`src/rtl/restoring_divider_if.sv`:
```
// restoring_divider_if: operand/result bus and handshake between a bus owner and the divider
interface restoring_divider_if #(parameter int BUS_WIDTH = 8);
   logic [BUS_WIDTH-1:0] inbus;
   logic                 beginsig;
   logic                 locksig;
   logic [BUS_WIDTH-1:0] outbus;
   logic                 endsig;
   logic                 errsig;
   modport master (output inbus, beginsig, locksig, input outbus, endsig, errsig);
   modport slave  (input inbus, beginsig, locksig, output outbus, endsig, errsig);
endinterface

```
`src/rtl/restoring_divider.sv`:
```
// restoring_divider: multi-cycle unsigned restoring divider, one quotient bit per ITER cycle
module restoring_divider #(
   parameter int BUS_WIDTH = 8
) (
   input logic                clk,
   input logic                rst,
   restoring_divider_if.slave bus
);
   localparam int W  = BUS_WIDTH;
   localparam int CW = (W > 1) ? $clog2(W) : 1;
   typedef enum logic [2:0] {IDLE, LOADM, LOADQ, ITER, OUTQ, OUTR, DONE} state_t;
   state_t         state_q, state_d;
   logic [W-1:0]   m_q, m_d, q_q, q_d, out_q, out_d;
   logic [W:0]     a_q, a_d, t;
   logic [CW-1:0]  cnt_q, cnt_d;
   logic           err_q, err_d, end_q, end_d, errsig_q, errsig_d, ge, unused_msb;
   assign t          = {a_q[W-1:0], q_q[W-1]};
   assign ge         = t >= {1'b0, m_q};
   assign unused_msb = a_q[W];
   assign bus.outbus = out_q;
   assign bus.endsig = end_q;
   assign bus.errsig = errsig_q;
   always_comb begin
      state_d = state_q;
      m_d     = m_q;
      q_d     = q_q;
      a_d     = a_q;
      cnt_d   = cnt_q;
      err_d   = err_q;
      case (state_q)
         IDLE:  state_d = (bus.beginsig && bus.locksig) ? LOADM : IDLE;
         LOADM: begin
            m_d     = bus.inbus;
            a_d     = '0;
            cnt_d   = '0;
            err_d   = 1'b0;
            state_d = LOADQ;
         end
         LOADQ: begin
            q_d     = (m_q == '0) ? '1 : bus.inbus;
            a_d     = (m_q == '0) ? {1'b0, bus.inbus} : a_q;
            err_d   = (m_q == '0);
            state_d = (m_q == '0) ? OUTQ : ITER;
         end
         ITER: begin
            a_d     = ge ? t - {1'b0, m_q} : t;
            q_d     = {q_q[W-2:0], ge};
            cnt_d   = cnt_q + 1'b1;
            state_d = (cnt_q == CW'(W - 1)) ? OUTQ : ITER;
         end
         OUTQ:    state_d = OUTR;
         OUTR:    state_d = DONE;
         DONE:    state_d = DONE;
         default: state_d = IDLE;
      endcase
      if (!bus.locksig) state_d = IDLE;
      out_d    = (state_d == OUTQ) ? q_d : (state_d == OUTR) ? a_d[W-1:0] : '0;
      end_d    = (state_d == DONE);
      errsig_d = (state_d == DONE) && err_d;
   end
   always_ff @(posedge clk) begin
      if (rst) begin
         state_q  <= IDLE;
         m_q      <= '0;
         q_q      <= '0;
         a_q      <= '0;
         cnt_q    <= '0;
         err_q    <= 1'b0;
         out_q    <= '0;
         end_q    <= 1'b0;
         errsig_q <= 1'b0;
      end else begin
         state_q  <= state_d;
         m_q      <= m_d;
         q_q      <= q_d;
         a_q      <= a_d;
         cnt_q    <= cnt_d;
         err_q    <= err_d;
         out_q    <= out_d;
         end_q    <= end_d;
         errsig_q <= errsig_d;
      end
   end
endmodule

```
`src/flat_wrapper.sv`:
```
// flat-port wrapper written by rule: the top's interface ports become plain ports
module restoring_divider_flat 
#(
   parameter int BUS_WIDTH = 8
)
  (clk, rst, bus_inbus, bus_beginsig, bus_locksig, bus_outbus, bus_endsig, bus_errsig);
  restoring_divider_if #(.BUS_WIDTH(BUS_WIDTH)) bus_i ();
  input logic clk;
  input logic rst;
  input wire logic [$bits(bus_i.inbus)-1:0] bus_inbus;
  input wire logic [$bits(bus_i.beginsig)-1:0] bus_beginsig;
  input wire logic [$bits(bus_i.locksig)-1:0] bus_locksig;
  output wire logic [$bits(bus_i.outbus)-1:0] bus_outbus;
  output wire logic [$bits(bus_i.endsig)-1:0] bus_endsig;
  output wire logic [$bits(bus_i.errsig)-1:0] bus_errsig;
  assign bus_i.inbus = bus_inbus;
  assign bus_i.beginsig = bus_beginsig;
  assign bus_i.locksig = bus_locksig;
  assign bus_outbus = bus_i.outbus;
  assign bus_endsig = bus_i.endsig;
  assign bus_errsig = bus_i.errsig;
  restoring_divider #(.BUS_WIDTH(BUS_WIDTH)) u_core (.clk(clk), .rst(rst), .bus(bus_i));
endmodule
```
`config.mk`:
```
export PLATFORM = sky130hd
export DESIGN_NAME = restoring_divider_flat
export DESIGN_NICKNAME = d
export VERILOG_FILES = /design/src/rtl/restoring_divider_if.sv /design/src/rtl/restoring_divider.sv /design/src/flat_wrapper.sv
export SDC_FILE = /design/constraint.sdc
export NUM_CORES = 1
export LEC_CHECK = 0
export BUFFER_PORTS_ARGS = -buffer_cell sky130_fd_sc_hd__buf_4
export CAP_MARGIN = 20
export CORE_MARGIN = 3
export CORE_UTILIZATION = 52
export DETAILED_ROUTE_END_ITERATION = 8
export GPL_ROUTABILITY_DRIVEN = 0
export PLACE_DENSITY = 0.83
export SKIP_CTS_REPAIR_TIMING = 1
export SLEW_MARGIN = 10
export SYNTH_ARGS = -nofsm -noshare
export SYNTH_HDL_FRONTEND = slang
export SYNTH_SLANG_ARGS = --single-unit
```
`constraint.sdc`:
```
create_clock -name clk -period 2.2 [get_ports clk]
set_clock_uncertainty 0.15 [all_clocks]
set_input_delay 0.44 -clock clk [delete_from_list [all_inputs] [get_ports clk]]
set_output_delay 0.44 -clock clk [all_outputs]
set_load 0.01 [all_outputs]
```
==> flow_summary.yaml <==
status:
  status: "complete, but fails checks"
  violations: "setup timing"
cells_and_area:
  final_cell_mix: "buf_4, dfxtp_1, a21oi_1"
  fin_util_pct: 73.1
  nNetsFinal: 330
  final_common_cell: "buf_4"
  multi_input_area_um2: 1340
  fillCellCount: 276
  areaGrowthSynthToFinish_pct: 29.9
  drive_gt1_share_pct: 29.2
  antenna_cells: 0
  regArea_um2: 826
critical_path:
  cp_slowest_cell: "or4_4"
  r2r_slack_ns: -0.06
  start_kind: "register"
  endpoint_kind: "register"
  crit_top_cell: "buf_4"
  r2r_start: "u_core.m_q[0]"
  reg2reg_depth: 7
  max_stage_delay_ns: 0.57
  cp_num_buf_inv: 2
  cp_max_fo: 10
  critPathRequiredTime_ns: 2.28
  worst_r2r_endpoint: "u_core.a_q[5]"
  path_delay_family: "simple AND/OR/NAND/NOR gates"
  path_class: "reg -> reg"
  crit_chain: "or4_4 > nor4_4 > buf_4 > a22oi_1 > buf_4 > a21o_1 > a31oi_1"
  cp.arrival_ns: 2.34
drt:
  drt_iter0_drc: 224
  finalWirelength_um: 5840
  first_pass_iters: 5
  num_vias: 2152
  ant_nets: 0
  wire_per_inst_um: 16.4
  route.detailed.drc: 0
  viasPerCell: 6.04
timing:
  fin_crit_ns: 2.26
  fin_crit_sh_pct: 103
  slew_headroom_pct: 60.7
  rsz0062_at_grt: "yes"
  fmax_ghz: 0.442
  setup_viol: 8
  final.setup.worst_slack_ns: -0.0603
  hold_viol: 0
  drv_slew: 0
  tightest_slew_ns: 0.584
synth:
  async_flop_share_pct: 0
  synthesis.instances: 259
  syn_nets: 282
  yosysUniqueCellTypes: 44
  ys.flop_type: "dfxtp_1"
  syn_area_um2: 2150
  ys_ff_latch: 41
  synth_edf_count: 0
  seq_area_frac_synth_pct: 38.1
  postSynthAreaPerCell_um2: 8.31
  yosysWarnings: 0
clock_tree:
  numCtsBuffers: 5
  root_buffer: "clkbuf_8"
  cts.sinks: 41
  clk_pin_slew_worst_paths_ns: 0.08
  clk_path_buf_depth: 2
  clkLatencyLatePin_ns: 0.30
  cts_tree: "done"
  htreeDepth: 2
floorplan:
  die_x_um: 70.3
  dieArea_um2: 4950
  top_level_ports: 22
  row_count: 22
  start_util_pct: 56.2
  die_h_um: 70.3
  core_um2: 3830
grt:
  grt.total_usage_pct: 22.6
  grt_antenna_before_repair: 0
  grt_pass1_vias: 1892
  grt_max_degree: 33
  grt_pass1_wl_um: 8930
  grt-ovfl-total: 0
hold_path:
  min_to: "u_core.m_q[6]"
  hold_path.class: "in -> reg"
  hold_depth: 3
  worstHoldStart: "bus_inbus[6]"
place:
  port_buffers: 21
  hpwl_um: 4120
power_and_ir_drop:
  p_per_area_nw_per_um2: 601
  max-vdd-ir-drop_v: 0.000378
  p_leak_uw: 0.00114
  power.total_uw: 1680
job:
  cap_violations: 0
[logic make-up after synthesis]
group,Yosys count,share of synthesized area (%)
AO/OA/AOI/OAI,89,26.5
AND/OR/NAND/NOR,81,18.6
flip-flops,41,38.1
buffers and inverters,25,4.71
adder cells (fa/ha/maj),11,6.74
XOR/XNOR,6,2.44
multiplexers,6,2.85
[through the flow]
stage / cells / worst slack [ns] / setup TNS, ns / hold slack, ns / instance area [um^2]
floorplan: 259 / 0.0444 / 0 / 0.280 / 2160
global placement: 346 / -0.0258 / -0.161 / 0.296 / 2550
detailed placement: 346 / -0.0779 / -0.299 / 0.302 / 2550
CTS: 354 / -0.113 / -0.803 / 0.263 / 2660
global route: 356 / -0.147 / -1.19 / 0.270 / 2800
finish: 356 / -0.0603 / -0.380 / 0.258 / 2800
[sequential cells by signal, summed over array words and instances, names as in the netlist]
register and count:
u_core.state_q 3, u_core.bus.errsig 1, u_core.a_q 8, u_core.cnt_q 3, u_core.q_q 8, u_core.err_q 1
u_core.bus.endsig 1, u_core.m_q 8, u_core.bus.outbus 8
[where the power goes]
group	switching (uW)	internal (uW)
combinational	158	141
clock	280	340
sequential	9.96	753
[metal layers]
metal | wire length [um] | vias to the layer above | global-route usage, %
met5 | 0 | - | 0
met4 | 82 | 0 | 6.38
met3 | 497 | 16 | 5.18
met2 | 2780 | 111 | 37.6
met1 | 2480 | 997 | 29.0
li1 | - | 1028 | -
[worst min-delay path, cell delays in order]
cell and delay [ns]:
buf_4 0.12, nand2_1 0.05, a21oi_1 0.05
[cell type report]
type,instances,share of cell area (%)
Clock buffer,5,2.46
Inverter,13,1.74
Multi-Input combinational cell,193,47.8
Timing Repair Buffer,53,14.6
Tap cell,48,2.15
Sequential cell,41,29.5
Clock inverter,3,1.66
[synth_stat cells (all sizes together) (3+ instances only)]
cell type | n | share of area (%)
buf | 7 | 1.6
nand2b | 8 | 2.3
nand2 | 25 | 4.4
dfxtp | 41 | 38
a22o | 12 | 4.9
ha | 10 | 5.8
nor2b | 5 | 1.5
nor2 | 25 | 4.4
a211oi | 6 | 2.1
a21oi | 31 | 7.2
clkbuf | 5 | 0.87
nand3 | 4 | 0.93
mux2i | 5 | 2.3
a21o | 3 | 1.0
xnor2 | 4 | 1.6
o21ai | 17 | 4.0
inv | 13 | 2.3
o221ai | 5 | 2.0
[worst max path at each step]
stage	from	endpoint	cells past startpoint
2_1_floorplan	u_core.m_q[6]	u_core.bus.outbus[0]	8
3_3_place_gp	u_core.m_q[0]	u_core.bus.outbus[3]	7
3_5_place_dp	u_core.m_q[3]	u_core.a_q[5]	8
4_1_cts	u_core.m_q[3]	u_core.a_q[5]	8
5_1_grt	u_core.m_q[0]	u_core.bus.outbus[6]	6
6_report	u_core.m_q[0]	u_core.a_q[5]	7
Note: power is estimated with default switching activity, not from simulation.
